[src/rtl/game_ctrl_pkg.sv]
// Shared game-state and winner codes, used by this controller and the ball block.
// Also holds the controller's internal state type and its mapping to the state code.
package game_ctrl_pkg;

   localparam logic [1:0] GS_IDLE = 2'b00;
   localparam logic [1:0] GS_PLAY = 2'b01;
   localparam logic [1:0] GS_HOLD = 2'b10;
   localparam logic [1:0] GS_OVER = 2'b11;

   localparam logic [1:0] WIN_NONE = 2'b00;
   localparam logic [1:0] WIN_P1   = 2'b01;
   localparam logic [1:0] WIN_P2   = 2'b10;

   typedef enum logic [2:0] {
      ST_IDLE  = 3'd0,
      ST_PLAY  = 3'd1,
      ST_SERVE = 3'd2,
      ST_PAUSE = 3'd3,
      ST_OVER  = 3'd4
   } state_t;

   // SERVE and PAUSE both present as HOLD to the ball block.
   function automatic logic [1:0] gs_code(input state_t s);
      case (s)
         ST_PLAY:  gs_code = GS_PLAY;
         ST_SERVE: gs_code = GS_HOLD;
         ST_PAUSE: gs_code = GS_HOLD;
         ST_OVER:  gs_code = GS_OVER;
         default:  gs_code = GS_IDLE;
      endcase
   endfunction

endpackage

[src/rtl/game_ctrl_btn_debounce.sv]
// Button conditioner: 2-flop synchronizer, equal-sample counter, one-cycle pulse
// on an accepted rising level. Raw press to pulse takes 2 + DEB_TICKS cycles.
module game_ctrl_btn_debounce #(
   parameter int DEB_TICKS = 4
) (
   input  logic clk1,
   input  logic reset,
   input  logic btn,
   output logic ev
);

   localparam int CW = $clog2(DEB_TICKS + 1);

   logic          r_sync1;
   logic          r_sync2;
   logic          r_level;
   logic [CW-1:0] r_cnt;
   logic          r_ev;

   // The counter only runs while the synchronized sample differs from the
   // accepted level; the DEB_TICKS-th differing sample flips the level.
   always_ff @(posedge clk1) begin
      if (!reset) begin
         r_sync1 <= 1'b0;
         r_sync2 <= 1'b0;
         r_level <= 1'b0;
         r_cnt   <= '0;
         r_ev    <= 1'b0;
      end else begin
         r_sync1 <= btn;
         r_sync2 <= r_sync1;
         r_ev    <= 1'b0;
         if (r_sync2 == r_level) begin
            r_cnt <= '0;
         end else if (r_cnt == CW'(DEB_TICKS - 1)) begin
            r_level <= r_sync2;
            r_cnt   <= '0;
            r_ev    <= r_sync2;
         end else begin
            r_cnt <= r_cnt + 1'b1;
         end
      end
   end

   assign ev = r_ev;

endmodule

[src/rtl/game_ctrl.sv]
// Game-flow controller: debounced start/pause, point detection, serve hold-off
// and match-over detection driving the 2-bit game-state code for the ball block.
//
// state    | meaning
// ST_IDLE  | waiting for start, code 00
// ST_PLAY  | ball in motion, code 01
// ST_SERVE | hold-off after start or a point, code 10, serve_left counting
// ST_PAUSE | paused by player, code 10
// ST_OVER  | match won, code 11, left only by reset
module game_ctrl
   import game_ctrl_pkg::*;
#(
   parameter int DEB_TICKS   = 4,
   parameter int SERVE_TICKS = 120,
   parameter int WIN_SCORE   = 7
) (
   input  logic       clk1,
   input  logic       reset,
   input  logic       btn_start,
   input  logic       btn_pause,
   input  logic [3:0] p1s,
   input  logic [3:0] p2s,
   output logic [1:0] score,
   output logic [1:0] winner,
   output logic       point_p1,
   output logic       point_p2,
   output logic [6:0] serve_left
);

   state_t     r_state;
   state_t     w_state_nxt;
   logic [1:0] r_score;
   logic [1:0] r_winner;
   logic [1:0] w_winner_nxt;
   logic [6:0] r_serve_left;
   logic [6:0] w_serve_nxt;
   logic [3:0] r_p1s_q;
   logic [3:0] r_p2s_q;
   logic       r_point_p1;
   logic       r_point_p2;
   logic       w_start_ev;
   logic       w_pause_ev;
   logic       w_pt1;
   logic       w_pt2;
   logic       w_p1_won;
   logic       w_p2_won;

   game_ctrl_btn_debounce #(.DEB_TICKS(DEB_TICKS)) u_deb_start (
      .clk1  (clk1),
      .reset (reset),
      .btn   (btn_start),
      .ev    (w_start_ev)
   );

   game_ctrl_btn_debounce #(.DEB_TICKS(DEB_TICKS)) u_deb_pause (
      .clk1  (clk1),
      .reset (reset),
      .btn   (btn_pause),
      .ev    (w_pause_ev)
   );

   assign w_pt1    = (p1s != r_p1s_q);
   assign w_pt2    = (p2s != r_p2s_q);
   // Scores past WIN_SCORE still count as a win in case the ball block overshoots.
   assign w_p1_won = (p1s >= 4'(WIN_SCORE));
   assign w_p2_won = (p2s >= 4'(WIN_SCORE));

   always_comb begin
      w_state_nxt  = r_state;
      w_serve_nxt  = r_serve_left;
      w_winner_nxt = r_winner;
      case (r_state)
         ST_IDLE: begin
            if (w_start_ev) begin
               w_state_nxt = ST_SERVE;
               w_serve_nxt = 7'(SERVE_TICKS);
            end
         end
         ST_PLAY: begin
            if (w_pt1 || w_pt2) begin
               if (w_p1_won) begin
                  w_state_nxt  = ST_OVER;
                  w_winner_nxt = WIN_P1;
               end else if (w_p2_won) begin
                  w_state_nxt  = ST_OVER;
                  w_winner_nxt = WIN_P2;
               end else begin
                  w_state_nxt = ST_SERVE;
                  w_serve_nxt = 7'(SERVE_TICKS);
               end
            end else if (w_pause_ev) begin
               w_state_nxt = ST_PAUSE;
            end
         end
         ST_SERVE: begin
            if (r_serve_left <= 7'd1) begin
               w_state_nxt = ST_PLAY;
               w_serve_nxt = 7'd0;
            end else begin
               w_serve_nxt = r_serve_left - 7'd1;
            end
         end
         ST_PAUSE: begin
            if (w_pause_ev || w_start_ev) begin
               w_state_nxt = ST_PLAY;
            end
         end
         ST_OVER: begin
         end
         default: begin
            w_state_nxt  = ST_IDLE;
            w_serve_nxt  = 7'd0;
            w_winner_nxt = WIN_NONE;
         end
      endcase
   end

   always_ff @(posedge clk1) begin
      if (!reset) begin
         r_state      <= ST_IDLE;
         r_score      <= GS_IDLE;
         r_winner     <= WIN_NONE;
         r_serve_left <= 7'd0;
         r_p1s_q      <= 4'd0;
         r_p2s_q      <= 4'd0;
         r_point_p1   <= 1'b0;
         r_point_p2   <= 1'b0;
      end else begin
         r_state      <= w_state_nxt;
         r_score      <= gs_code(w_state_nxt);
         r_winner     <= w_winner_nxt;
         r_serve_left <= w_serve_nxt;
         r_p1s_q      <= p1s;
         r_p2s_q      <= p2s;
         r_point_p1   <= w_pt1;
         r_point_p2   <= w_pt2;
      end
   end

   assign score      = r_score;
   assign winner     = r_winner;
   assign point_p1   = r_point_p1;
   assign point_p2   = r_point_p2;
   assign serve_left = r_serve_left;

endmodule

[config.mk]
export PLATFORM = sky130hd
export DESIGN_NAME = game_ctrl
export DESIGN_NICKNAME = d
export VERILOG_FILES = /design/src/rtl/game_ctrl_pkg.sv /design/src/rtl/game_ctrl_btn_debounce.sv /design/src/rtl/game_ctrl.sv
export SDC_FILE = /design/constraint.sdc
export NUM_CORES = 1
export LEC_CHECK = 0
export CELL_PAD_IN_SITES_DETAIL_PLACEMENT = 1
export CELL_PAD_IN_SITES_GLOBAL_PLACEMENT = 1
export CORE_ASPECT_RATIO = 0.8
export CORE_UTILIZATION = 37
export DETAILED_ROUTE_END_ITERATION = 7
export PLACE_DENSITY = 0.76
export SLEW_MARGIN = 20
export SYNTH_ARGS = -nofsm -noshare
export SYNTH_HDL_FRONTEND = slang
export SYNTH_SLANG_ARGS = --single-unit
[constraint.sdc]
create_clock -name clk1 -period 1.8 [get_ports clk1]
set_input_delay 0.36 -clock clk1 [delete_from_list [all_inputs] [get_ports clk1]]
set_output_delay 0.36 -clock clk1 [all_outputs]
set_load 0.01 [all_outputs]
# Yosys cells after proc, flatten, opt, wreduce, memory -nomap -nowiden
# Index checks and enable logic that the tools add are counted.
[totals] ff_bits=38 ramBits=0 out_inout_bits=13 wordCells=83 inputBits=12 rom_bits=0 latch_bits=0 n_memories=0
[classes] bitwise=7 n_div=0 n_eq_ne=19 multipliers=0 reduce_logical=14 n_mux=19 magnitude_cmp=3 shift=0 add_sub_neg=3
[ops] op="$mux W7" n=5
[ops] op="$pmux W7 S4" n=1
[ops] op="$mux W3" n=7
[ops] op="$eq A3 B2 Y1 const B" n=6
[ops] op="$pmux W3 S5" n=1
[ops] op="$reduce_or A3 Y1" n=4
[ops] op="$ge A4 B3 Y1 const B" n=2
[ops] op="$ne A4 B4 Y1" n=2
[ops] op="$le A7 B1 Y1 const B" n=1
[ops] op="$not A1 Y1" n=7
[ops] op="$sub A7 B1 Y7 const B" n=1
[ops] op="$add A3 B1 Y3 const B" n=2
[ops] op="$eq A3 B1 Y1 const B" n=2
[ops] op="$eq A3 B3 Y1 const B" n=2
[ops] op="$mux W2" n=3
[ops] op="$ne A2 B2 Y1 const B" n=3
[ops] op="$pmux W2 S3" n=1
[ops] op="$reduce_and A5 Y1" n=1
[ops] op="$pmux W2 S2" n=1
[ops] op="$reduce_and A2 Y1" n=2
[ops] op="$reduce_or A2 Y1" n=2
[ops] op="$reduce_or A4 Y1" n=1
[ops] op="$logic_not A3 Y1" n=1
[ops] op="$ne A3 B3 Y1 const B" n=1
[ops] op="other kinds (4)" n=6

# Longest topological paths before layout
# Gate-level depths: netlist of the first run.
[depth] depth_word=8 ltp_mapped=7 ltp_nobuf=7

# Modules after synthesis
# Synthesis of the first run repeated with hierarchy kept, for this count alone.
[unflattened] hier_cells=174 hier_area_um2=1737.9
[modules_own_cells] mod="game_ctrl" n_inst=1 area_each_um2=1242.4 cells_each=136 seq_area_each_um2=480.5
[modules_own_cells] mod="game_ctrl_btn_debounce" n_inst=2 area_each_um2=247.7 cells_each=19 seq_area_each_um2=140.1

# Worst setup path after synthesis of the first run
# OpenSTA, ideal clock, no wires.
[synth_timing] path_type="register to register" from="reg r_serve_left[2], in the netlist serve_left[2]" to="reg r_score[1], in the netlist score[1]" stages_incl_launch_ff=6 path_buffers=0 setup_time_ns=0.128 slack_ns=-0.029 required_time_ns=1.672 period_less_slack_ns=1.829 t_arrival_ns=1.701 path_cell_list="dfxtp_1 or4_4 o31ai_4 o21ai_2 a311oi_2 o21ai_1"
[synth_between] elab_chain_cells=6 elab_cells_between_ends=9
[synth_rtl] element="from (decl)" line="game_ctrl.sv:35" rtl="logic [6:0] r_serve_left;"
[synth_rtl] element="from (signal assigned)" line="game_ctrl.sv:132" rtl="r_serve_left <= w_serve_nxt;"
[synth_rtl] element="$le A7 B1 Y1 (*)" line="game_ctrl.sv:96" rtl="if (r_serve_left <= 7'd1) begin"
[synth_rtl] element="$mux W3 (*)" line="game_ctrl.sv:96"
[synth_rtl] element="$pmux W3 S5 (*)" line="game_ctrl.sv:72" rtl="case (r_state)"
[synth_rtl] element="$eq A3 B2 Y1" line="game_ctrl_pkg.sv:24" rtl="case (s)"
[synth_rtl] element="$reduce_or A2 Y1 (no source line)"
[synth_rtl] element="$pmux W2 S3 (*)" line="game_ctrl_pkg.sv:24"
[synth_rtl] element="to (signal assigned)" line="game_ctrl.sv:130" rtl="r_score <= gs_code(w_state_nxt);"
[synth_rtl] element="to (decl)" line="game_ctrl.sv:32" rtl="logic [1:0] r_score;"
# Every way passes the cells marked *; elsewhere a longest branch is shown, timed or not.
# A chain may end at the register's enable or synchronous reset.

# Worst setup path in the final report of the first run
[layout_timing] from="reg r_serve_left[3], in the netlist serve_left[3]" to="reg r_state[1]"
[layout_between] elab_chain_cells=3
[layout_rtl] element="$le A7 B1 Y1" line="game_ctrl.sv:96"
[layout_rtl] element="$mux W3" line="game_ctrl.sv:96"
[layout_rtl] element="$pmux W3 S5" line="game_ctrl.sv:72"
[layout_rtl] element="to (signal assigned)" line="game_ctrl.sv:129" rtl="r_state <= w_state_nxt;"
[layout_rtl] element="to (decl)" line="game_ctrl.sv:30" rtl="state_t r_state;"
# Every way passes these cells.

==> flow_metrics.env, run 1 <==
export IMPL_dpl_hpwl_mm=2.95
export IMPL_synth_cell_types=42
export IMPL_hold_class="in -> reg"
export IMPL_post_drt_wl_per_cell_um=16.2
export IMPL_postCtsSetupRepairBufs=0
export IMPL_gp_congestion=0.799
export IMPL_core_um2=4260
export IMPL_finalHoldViolCount=0
export IMPL_status="finished, violations left"
export IMPL_drtIter0Drc=79
export IMPL_ys_seq_area_frac=0.453
export IMPL_rsz0062_at_grt="yes"
export IMPL_clockBufferDepth=2
export IMPL_dp_cells=264
export IMPL_min_path_cells=2
export IMPL_ys_seq_elements=38
export IMPL_synthFlopType="dfxtp_1"
export IMPL_yosysTopAreaCell="dfxtp_1"
export IMPL_worst_pin_slew_ns=0.398
export IMPL_insertion_delay_ns=0.29
export IMPL_h_tree_depth=2
export IMPL_max_freq_ghz=0.555
export IMPL_antenna_found_initial=0
export IMPL_cts_sinks=38
export IMPL_maxSlewHeadroom=0.735
export IMPL_drcViolationCount=0
export IMPL_row_count=21
export IMPL_yosysTopAreaCellShare=0.453
export IMPL_firstDrtPassIters=4
export IMPL_ys_warn_count=0
export IMPL_grt_usage=0.193
export IMPL_n_antenna_cell=0
export IMPL_startpoint_type="flip-flop"
export IMPL_maxCapViolCount=0
export IMPL_drv_slew=0
export IMPL_gr_total_overflow=0
export IMPL_synth_most_common_cell="dfxtp_1"
export IMPL_hp_start="p1s[2]"
export IMPL_syn_to_final_growth_pct=34.9
export IMPL_via_per_inst=5.37
export IMPL_reg2reg_depth=6
export IMPL_cp_required_ns=1.99
export IMPL_synth_common_cells="dfxtp_1, nor2_1, a21oi_1, and2_1"
export IMPL_drive_above_1_share=0.238
export IMPL_holdPathEnd="r_p1s_q[2]"
export IMPL_layout_cells_non_filler=271
export IMPL_grt_max_degree=20
export IMPL_die_area_um2=4820
export IMPL_post_route_worst_setup_slack_ns=-0.00180
export IMPL_period_share=1.00
export IMPL_dieHeight_um=62.3
export IMPL_leakage_nw=0.959
export IMPL_synth_edff_count=0
export IMPL_wirelength_mm=4.40
export IMPL_postSynthAreaPerCell_um2=9.77
export IMPL_port_buffers=24
export IMPL_total_power_mw=1.57
export IMPL_endpoint_kind="flip-flop"
export IMPL_skew_ns=0.00587
export IMPL_grt_pass1_wl_mm=7.30
export IMPL_synthArstFlopShare=0
export IMPL_syn_nets=190
export IMPL_fin_util=0.533
export IMPL_rrSetupSlack_ns=-0.002
export IMPL_syn_cell_area_um2=1680
export IMPL_critPathMaxFanout=3
export IMPL_antenna_violating_nets_post_route=0
export IMPL_rr_startpoint="serve_left[3]"
export IMPL_ios=25
export IMPL_finalCriticalPeriod_ns=1.80
export IMPL_cts_tree="done"
export IMPL_r2r_end="r_state[1]"
export IMPL_fin_nets=232
export IMPL_ctsRootBufferMaster="clkbuf_8"
export IMPL_arrival_ns=1.99
export IMPL_worst_setup_path_type="reg -> reg"
export IMPL_cts_hold_buf=0
export IMPL_path_clk_slew_ns=0.07
export IMPL_numCtsBuffers=5
export IMPL_violations="setup timing"
export IMPL_initial_utilization=0.395
export IMPL_num_vias=1456
export IMPL_ir_drop_v=0.000424
export IMPL_die_w_um=77.3
export IMPL_synthCells=172
export IMPL_synthTopCellsByArea="dfxtp_1, xnor2_1, nor2_1, and2_1, ha_1"
export IMPL_powerDensity_nw_per_um2=690
export IMPL_finalSetupViolCount=1
export IMPL_holdWs_ns=0.418
export IMPL_grt_pass1_vias=1519
==> critical path, stage by stage, from the launching register on <==
cell and delay (ns):
dfxtp_2 0.32, or4_4 0.55, o31ai_4 0.22, o21ai_2 0.10
a311oi_2 0.29, buf_4 0.18, nor2_2 0.03
==> metrics by stage <==
step | worst slack, ns | cell area [um^2] | setup TNS [ns]
2_1_floorplan | 0.00644 | 1680 | 0
3_3_place_gp | -0.288 | 2080 | -2.61
3_5_place_dp | -0.365 | 2080 | -3.52
4_1_cts | -0.0284 | 2160 | -0.0453
5_1_grt | -0.0651 | 2270 | -0.0727
6_report | -0.00180 | 2270 | -0.00180
==> cells in the final DEF, fill, tap and decap left out, types with 4 or more instances in the layout <==
| cell | instances |
|---|---|
| a21oi_1 | 13 |
| clkbuf_8 | 5 |
| a31oi_1 | 4 |
| buf_4 | 17 |
| ha_1 | 6 |
| clkdlybuf4s50_1 | 16 |
| xnor2_2 | 8 |
| dfxtp_1 | 35 |
| inv_1 | 10 |
| nor2_1 | 21 |
| and2_1 | 13 |
| dlymetal6s2s_1 | 8 |
==> sequential cells by signal (all words and copies together), names as in the netlist, 2 cells and up <==
signal and count:
serve_left 7, r_p1s_q 4, r_p2s_q 4, r_state 3, u_deb_pause.r_cnt 3, u_deb_start.r_cnt 3, score 2, winner 2
==> layout make-up <==
cell class	count	area (um^2)
fill	493	1990
multi-input combinational	118	930
sequential	38	764
timing repair buffer	41	388
clock buffer	7	76.3
tap	57	71.3
inverter	10	37.5
==> where the power goes <==
part           total (mW)  switching (mW)  leakage (nW)  internal [mW]
Sequential          0.870          0.0113         0.312          0.859
Combinational       0.144          0.0641         0.609         0.0798
Clock               0.551           0.284        0.0383          0.266
==> worst max-delay path by stage <==
stage,startpoint,endpoint
floorplan,serve_left[2],score[1]
global placement,p1s[3],serve_left[5]
detailed placement,p1s[3],serve_left[5]
CTS,serve_left[3],r_state[1]
global route,serve_left[3],r_state[1]
finish,serve_left[3],r_state[1]
==> metal layers <==
layer / global-route usage / routed length [um] / vias to the layer above
met5: 0 / 0 / -
met4: 0.0778 / 85 / 0
met3: 0.0397 / 162 / 8
met2: 0.332 / 2180 / 28
met1: 0.233 / 1970 / 723
li1: - / - / 697
==> cells by family after synthesis <==
logic type                 count (synthesis)  synth area share
and+or+nand+nor                           56             0.191
adders and majority gates                  6            0.0447
DFF                                       38             0.453
xor gates and xnor gates                  10            0.0521
buffers and inverters                     16            0.0469
muxes                                      3            0.0179
AOI/OAI and AO/OA                         43             0.194
==> repair_timing <==
| item | CTS | global route |
|---|---|---|
| resized for setup | 1 | 26 |
| endpoints found under the hold margin | 0 | 0 |
| pin swaps | 3 | 2 |
| setup endpoints to repair | 6 | 10 |
Note: power is estimated with default switching activity, not from simulation.
==> run 2, diff against run 1 <==
- CORE_UTILIZATION: 37 -> 38
- CTS_BUF_LIST: default -> sky130_fd_sc_hd__clkbuf_8
- PLACE_DENSITY: 0.76 -> 0.77
==> run 2 against run 1 <==
  * The flow still finishes with violations (setup timing)
  * Critical endpoint unchanged
  * Sequential share of layout area grew 0.36 points
  * Global-route usage shrank 0.28 points
  * Worst hold slack lost 0.023 ns
  * Design area shrank 1.0%
  * Count of clock-buffer cells in the layout shrank 1
  * Critical path type is now in -> reg
  * Core utilization grew 0.10 points
  * Fmax shrank 0.43%
  * Clock skew is essentially flat
  * Sequential cell count is the same
  * Routed wire length shrank 4.2%
  * Die area shrank 2.6%
==> flow_metrics.env, run 2 (same netlist as run 1, synthesis figures left out) <==
export IMPL_grt_pass1_wl_mm=6.79
export IMPL_dp_cells=263
export IMPL_dpl_hpwl_mm=2.94
export IMPL_multi_input_area_um2=905
export IMPL_n_antenna_cell=0
export IMPL_pwr_share_seq=0.543
export IMPL_slowest_delay_ns=0.56
export IMPL_drv_slew=0
export IMPL_max_freq_ghz=0.553
export IMPL_layout_cells_non_filler=271
export IMPL_path_cells="clkdlybuf4s50_1 > xnor2_2 > and4_4 > a2111oi_2 > a311oi_2 > buf_4 > nor2_1"
export IMPL_drcViolationCount=0
export IMPL_power_internal_mw=1.24
export IMPL_antenna_found_initial=0
export IMPL_wirelength_mm=4.21
export IMPL_grt_pass1_vias=1460
export IMPL_core_um2=4200
export IMPL_post_drt_wl_per_cell_um=15.5
export IMPL_dieHeight_um=61.5
export IMPL_gr_total_overflow=0
export IMPL_finalSetupViolCount=1
export IMPL_fin_nets=231
export IMPL_firstDrtPassIters=4
export IMPL_route_met3_wl_um=111
export IMPL_cts_hold_buf=0
export IMPL_grt_max_degree=20
export IMPL_violations="setup timing"
export IMPL_pwr_share_comb=0.085
export IMPL_swShare=0.227
export IMPL_via_per_inst=5.21
export IMPL_gp_congestion=0.793
export IMPL_maxCapViolCount=0
export IMPL_drive_above_1_share=0.220
export IMPL_fill_cells=475
export IMPL_endpoint_kind="flip-flop"
export IMPL_syn_to_final_growth_pct=33.5
export IMPL_clockBufferDepth=2
export IMPL_maxSlewHeadroom=0.727
export IMPL_final_cell_mix="dfxtp_1, nor2_1, clkdlybuf4s50_1"
export IMPL_hold_class="in -> reg"
export IMPL_initial_utilization=0.400
export IMPL_port_buffers=24
export IMPL_grt_usage=0.190
export IMPL_ctsRootBufferMaster="clkbuf_8"
export IMPL_powerDensity_nw_per_um2=712
export IMPL_period_share=1.01
export IMPL_met1_length_mm=1.92
export IMPL_startpoint="p1s[3]"
export IMPL_switching_power_mw=0.362
export IMPL_numCtsBuffers=5
export IMPL_worst_pin_slew_ns=0.408
export IMPL_h_tree_depth=2
export IMPL_largest_register_ffs=7
export IMPL_reg2reg_depth=6
export IMPL_hp_start="p2s[0]"
export IMPL_r2r_end="r_state[1]"
export IMPL_num_vias=1412
export IMPL_layout_commonest_cell="dfxtp_1"
export IMPL_skew_ns=0.00555
export IMPL_worst_setup_path_type="in -> reg"
export IMPL_ir_drop_v=0.000478
export IMPL_top_layer_used="met4"
export IMPL_cp_slowest_cell="clkdlybuf4s50_1"
export IMPL_power_frac_clock=0.372
export IMPL_row_count=21
export IMPL_drtIter0Drc=83
export IMPL_cts_sinks=38
export IMPL_critPathMaxFanout=4
export IMPL_rsz0062_at_grt="yes"
export IMPL_worstSetupEndpoint="r_state[1]"
export IMPL_die_area_um2=4690
export IMPL_path_clk_slew_ns=0.07
export IMPL_ios=25
export IMPL_arrival_ns=1.99
export IMPL_die_w_um=76.3
export IMPL_leakage_nw=0.931
export IMPL_rrSetupSlack_ns=0.02
export IMPL_cts_tree="done"
export IMPL_post_route_worst_setup_slack_ns=-0.00952
export IMPL_rr_startpoint="serve_left[3]"
export IMPL_routed_wl_met2_mm=2.13
export IMPL_seq_area_um2=764
export IMPL_holdWs_ns=0.395
export IMPL_antenna_violating_nets_post_route=0
export IMPL_status="finished, violations left"
export IMPL_startpoint_type="input port"
export IMPL_cp_required_ns=1.98
export IMPL_finalHoldViolCount=0
export IMPL_finalCriticalPeriod_ns=1.81
export IMPL_insertion_delay_ns=0.29
## run 2: cell count changes in the layout (fill, tap and decap cells not counted), moves of 2 or more
| cell | change |
|---|---|
| xnor2_1 | +4 |
| xnor2_2 | -4 |
| clkbuf_1 | -2 |
| dlymetal6s2s_1 | -2 |
## run 2: worst min-delay path by stage
stage,end,slack [ns],cells past startpoint
2_1_floorplan,u_deb_pause.r_cnt[0],0.40,1
3_3_place_gp,u_deb_pause.r_cnt[0],0.41,1
3_5_place_dp,u_deb_pause.r_sync2,0.43,1
4_1_cts,u_deb_pause.r_cnt[0],0.44,1
5_1_grt,r_p2s_q[0],0.41,2
6_report,r_p2s_q[0],0.40,2
## run 2: layout make-up
type                            instances  area share
Clock buffer                            6      0.0368
Timing Repair Buffer                   40       0.167
Clock inverter                          2     0.00390
Tap cell                               57      0.0318
Inverter                               10      0.0167
Multi-Input combinational cell        118       0.403
Sequential cell                        38       0.341
## run 2: power groups by stage
stage | clock network, mW | logic [mW] | registers (mW)
6_report | 0.594 | 0.135 | 0.868
3_3_place_gp | 0 | 0.115 | 0.885
5_1_grt | 0.649 | 0.146 | 0.870
2_1_floorplan | 0 | 0.0524 | 0.886
4_1_cts | 0.610 | 0.124 | 0.867
3_5_place_dp | 0 | 0.120 | 0.886
## run 2: routing by layer
layer,global-route usage,vias to the layer above
met1,0.227,692
met5,0,-
met2,0.346,17
met3,0.0444,5
li1,-,698
met4,0.0659,0
## run 2: stage by stage
step / utilization / instance area (um^2) / power (mW) / setup WS [ns] / setup TNS, ns
after floorplan: - / 1680 / 0.939 / 0.00644 / 0
after global placement: 0.493 / 2070 / 1.00 / -0.280 / -2.49
after detailed placement: 0.493 / 2070 / 1.01 / -0.356 / -3.50
after CTS: 0.520 / 2190 / 1.60 / -0.0588 / -0.0588
after global routing: 0.534 / 2240 / 1.66 / -0.0776 / -0.111
final: 0.534 / 2240 / 1.60 / -0.00952 / -0.00952
## run 2: critical path, delay by kind of cell
| kind | cells | cell delay (ns) |
|---|---|---|
| XOR/XNOR | 1 | 0.15 |
| AO/OA/AOI/OAI | 2 | 0.44 |
| AND/OR/NAND/NOR | 2 | 0.31 |
| buffers and inverters | 2 | 0.73 |
## run 2: repair_timing
action / 4_1_cts / 5_1_grt
setup buffers: 1 / 0
pin swaps: 3 / 5
endpoints found under the setup margin: 8 / 5
cloned: 0 / 0
resized for setup: 6 / 15
==> run 3, diff against run 2 <==
- CORE_MARGIN: default -> 5
- TNS_END_PERCENT: default -> 5
==> run 3 against run 2 <==
  * The flow still finishes with violations (setup timing)
  * Clock power rose by 18%
  * Via count fell by 0.99%
  * First-iteration DRC count rose by 4.8%
  * Sequential power barely moved
  * Sequential cell count did not move
  * Combinational power fell by 6%
  * Critical path depth fell by 1
  * Register-to-register slack got worse by 0.06 ns
  * Cell count did not move
  * Critical path type is now reg -> reg
==> flow_metrics.env, run 3 (same netlist as run 1, synthesis figures left out) <==
export IMPL_row_count=21
export IMPL_grt_max_degree=20
export IMPL_post_drt_wl_per_cell_um=15.6
export IMPL_violations="setup timing"
export IMPL_via_per_inst=5.16
export IMPL_fill_cells=484
export IMPL_largest_register_ffs=7
export IMPL_gp_congestion=0.773
export IMPL_period_share=1.02
export IMPL_wirelength_mm=4.24
export IMPL_antenna_violating_nets_post_route=0
export IMPL_path_cells="or4_4 > o31ai_4 > buf_4 > o21ai_1 > a21oi_1 > nor2_1"
export IMPL_finalCriticalPeriod_ns=1.84
export IMPL_worstPathBufferInverterCount=1
export IMPL_antenna_found_initial=0
export IMPL_max_freq_ghz=0.542
export IMPL_design_area_um2=2210
export IMPL_grt_pass1_vias=1424
export IMPL_leakage_nw=0.862
export IMPL_arrival_ns=2.02
export IMPL_grt_pass1_wl_mm=6.80
export IMPL_cp_required_ns=1.98
export IMPL_seq_area_um2=766
export IMPL_maxCapViolCount=0
export IMPL_ir_drop_v=0.000563
export IMPL_dpl_hpwl_mm=3.17
export IMPL_finalHoldViolCount=0
export IMPL_critPathMaxFanout=8
export IMPL_die_area_um2=5860
export IMPL_status="finished, violations left"
export IMPL_cts_sinks=38
export IMPL_gr_total_overflow=0
export IMPL_die_w_um=84.3
export IMPL_clockBufferDepth=2
export IMPL_drtIter0Drc=87
export IMPL_insertion_delay_ns=0.29
export IMPL_cts_hold_buf=0
export IMPL_endpoint_kind="flip-flop"
export IMPL_layout_commonest_cell="dfxtp_1"
export IMPL_numCtsBuffers=5
export IMPL_path_clk_slew_ns=0.07
export IMPL_num_vias=1398
export IMPL_worst_setup_path_type="reg -> reg"
export IMPL_cp_slowest_cell="or4_4"
export IMPL_drcViolationCount=0
export IMPL_hold_class="reg -> reg"
export IMPL_layout_cells_non_filler=271
export IMPL_dieHeight_um=69.5
export IMPL_n_antenna_cell=0
export IMPL_port_buffers=24
export IMPL_maxSlewHeadroom=0.719
export IMPL_firstDrtPassIters=4
export IMPL_cts_tree="done"
export IMPL_grt_usage=0.149
export IMPL_h_tree_depth=2
export IMPL_startpoint_type="flip-flop"
export IMPL_finalSetupViolCount=2
export IMPL_worst_pin_slew_ns=0.421
export IMPL_ios=25
export IMPL_final_cell_mix="dfxtp_1, clkdlybuf4s50_1, nor2_1"
export IMPL_powerDensity_nw_per_um2=769
export IMPL_rsz0062_at_grt="yes"
export IMPL_fin_nets=231
export IMPL_syn_to_final_growth_pct=31.3
export IMPL_core_um2=4230
export IMPL_postCtsSetupRepairBufs=0
export IMPL_initial_utilization=0.397
export IMPL_post_route_worst_setup_slack_ns=-0.0449
export IMPL_multi_input_area_um2=866
export IMPL_slowest_delay_ns=0.55
export IMPL_drive_above_1_share=0.192
export IMPL_drv_slew=0
export IMPL_skew_ns=0.00646
export IMPL_crit_family="simple AND/OR/NAND/NOR gates"
export IMPL_postPlaceCellArea_um2=2070
export IMPL_ctsRootBufferMaster="clkbuf_8"
export IMPL_dp_cells=263
-- run 3: changes by cell type in the layout (fill, tap and decap cells not counted), moves of 4 or more --
| cell | previous run | this run |
|---|---|---|
| xnor2_2 | 4 | 0 |
| xnor2_1 | 6 | 10 |
| clkdlybuf4s50_1 | 17 | 24 |
| dlymetal6s2s_1 | 6 | 0 |
-- run 3: worst reg2reg max path: stages, from the launching register on --
cell	delay (ns)
dfxtp_2	0.33
or4_4	0.55
o31ai_4	0.28
buf_4	0.21
o21ai_1	0.07
a21oi_1	0.20
nor2_1	0.10
-- run 3: area by class of cell --
type / instances / area share
flip-flops and latches: 38 / 0.347
inverters: 10 / 0.0170
multi-input cells: 118 / 0.392
clock buffers: 5 / 0.0312
well taps: 57 / 0.0323
clock inverters: 3 / 0.0170
repair buffers: 40 / 0.163
-- run 3: metal layers --
layer	global-route usage	wire [um]
met1	0.166	1850
met2	0.264	2150
met3	0.0404	147
met4	0.0633	84
met5	0	0
-- run 3: repair_timing --
item / 4_1_cts / 5_1_grt
resized for setup: 3 / 6
pin swaps: 0 / 1
endpoints found under the setup margin: 8 / 9
-- run 3: report_power, final --
| part | internal, mW | switching [mW] |
|---|---|---|
| Combinational | 0.0707 | 0.0567 |
| Clock | 0.403 | 0.300 |
| Sequential | 0.859 | 0.00795 |
-- run 3: final timing paths --
path / startpoint / endpoint / slack (ns) / cells past startpoint
min: u_deb_pause.r_cnt[0] / u_deb_pause.r_cnt[0] / 0.42 / 1
min reg2reg: u_deb_pause.r_cnt[0] / u_deb_pause.r_cnt[0] / 0.42 / 1
max reg2reg: serve_left[2] / serve_left[2] / -0.04 / 6
max: serve_left[2] / serve_left[2] / -0.04 / 6
-- run 3: metrics by stage --
step / power [mW] / utilization / hold WS [ns] / setup WS (ns) / setup TNS [ns]
floorplan: 0.939 / - / 0.399 / 0.00644 / 0
global placement: 1.00 / 0.490 / 0.406 / -0.302 / -2.63
detailed placement: 1.01 / 0.490 / 0.417 / -0.378 / -3.79
CTS: 1.71 / 0.518 / 0.427 / -0.00373 / -0.00739
global route: 1.75 / 0.522 / 0.445 / -0.116 / -0.284
finish: 1.70 / 0.522 / 0.425 / -0.0449 / -0.0563
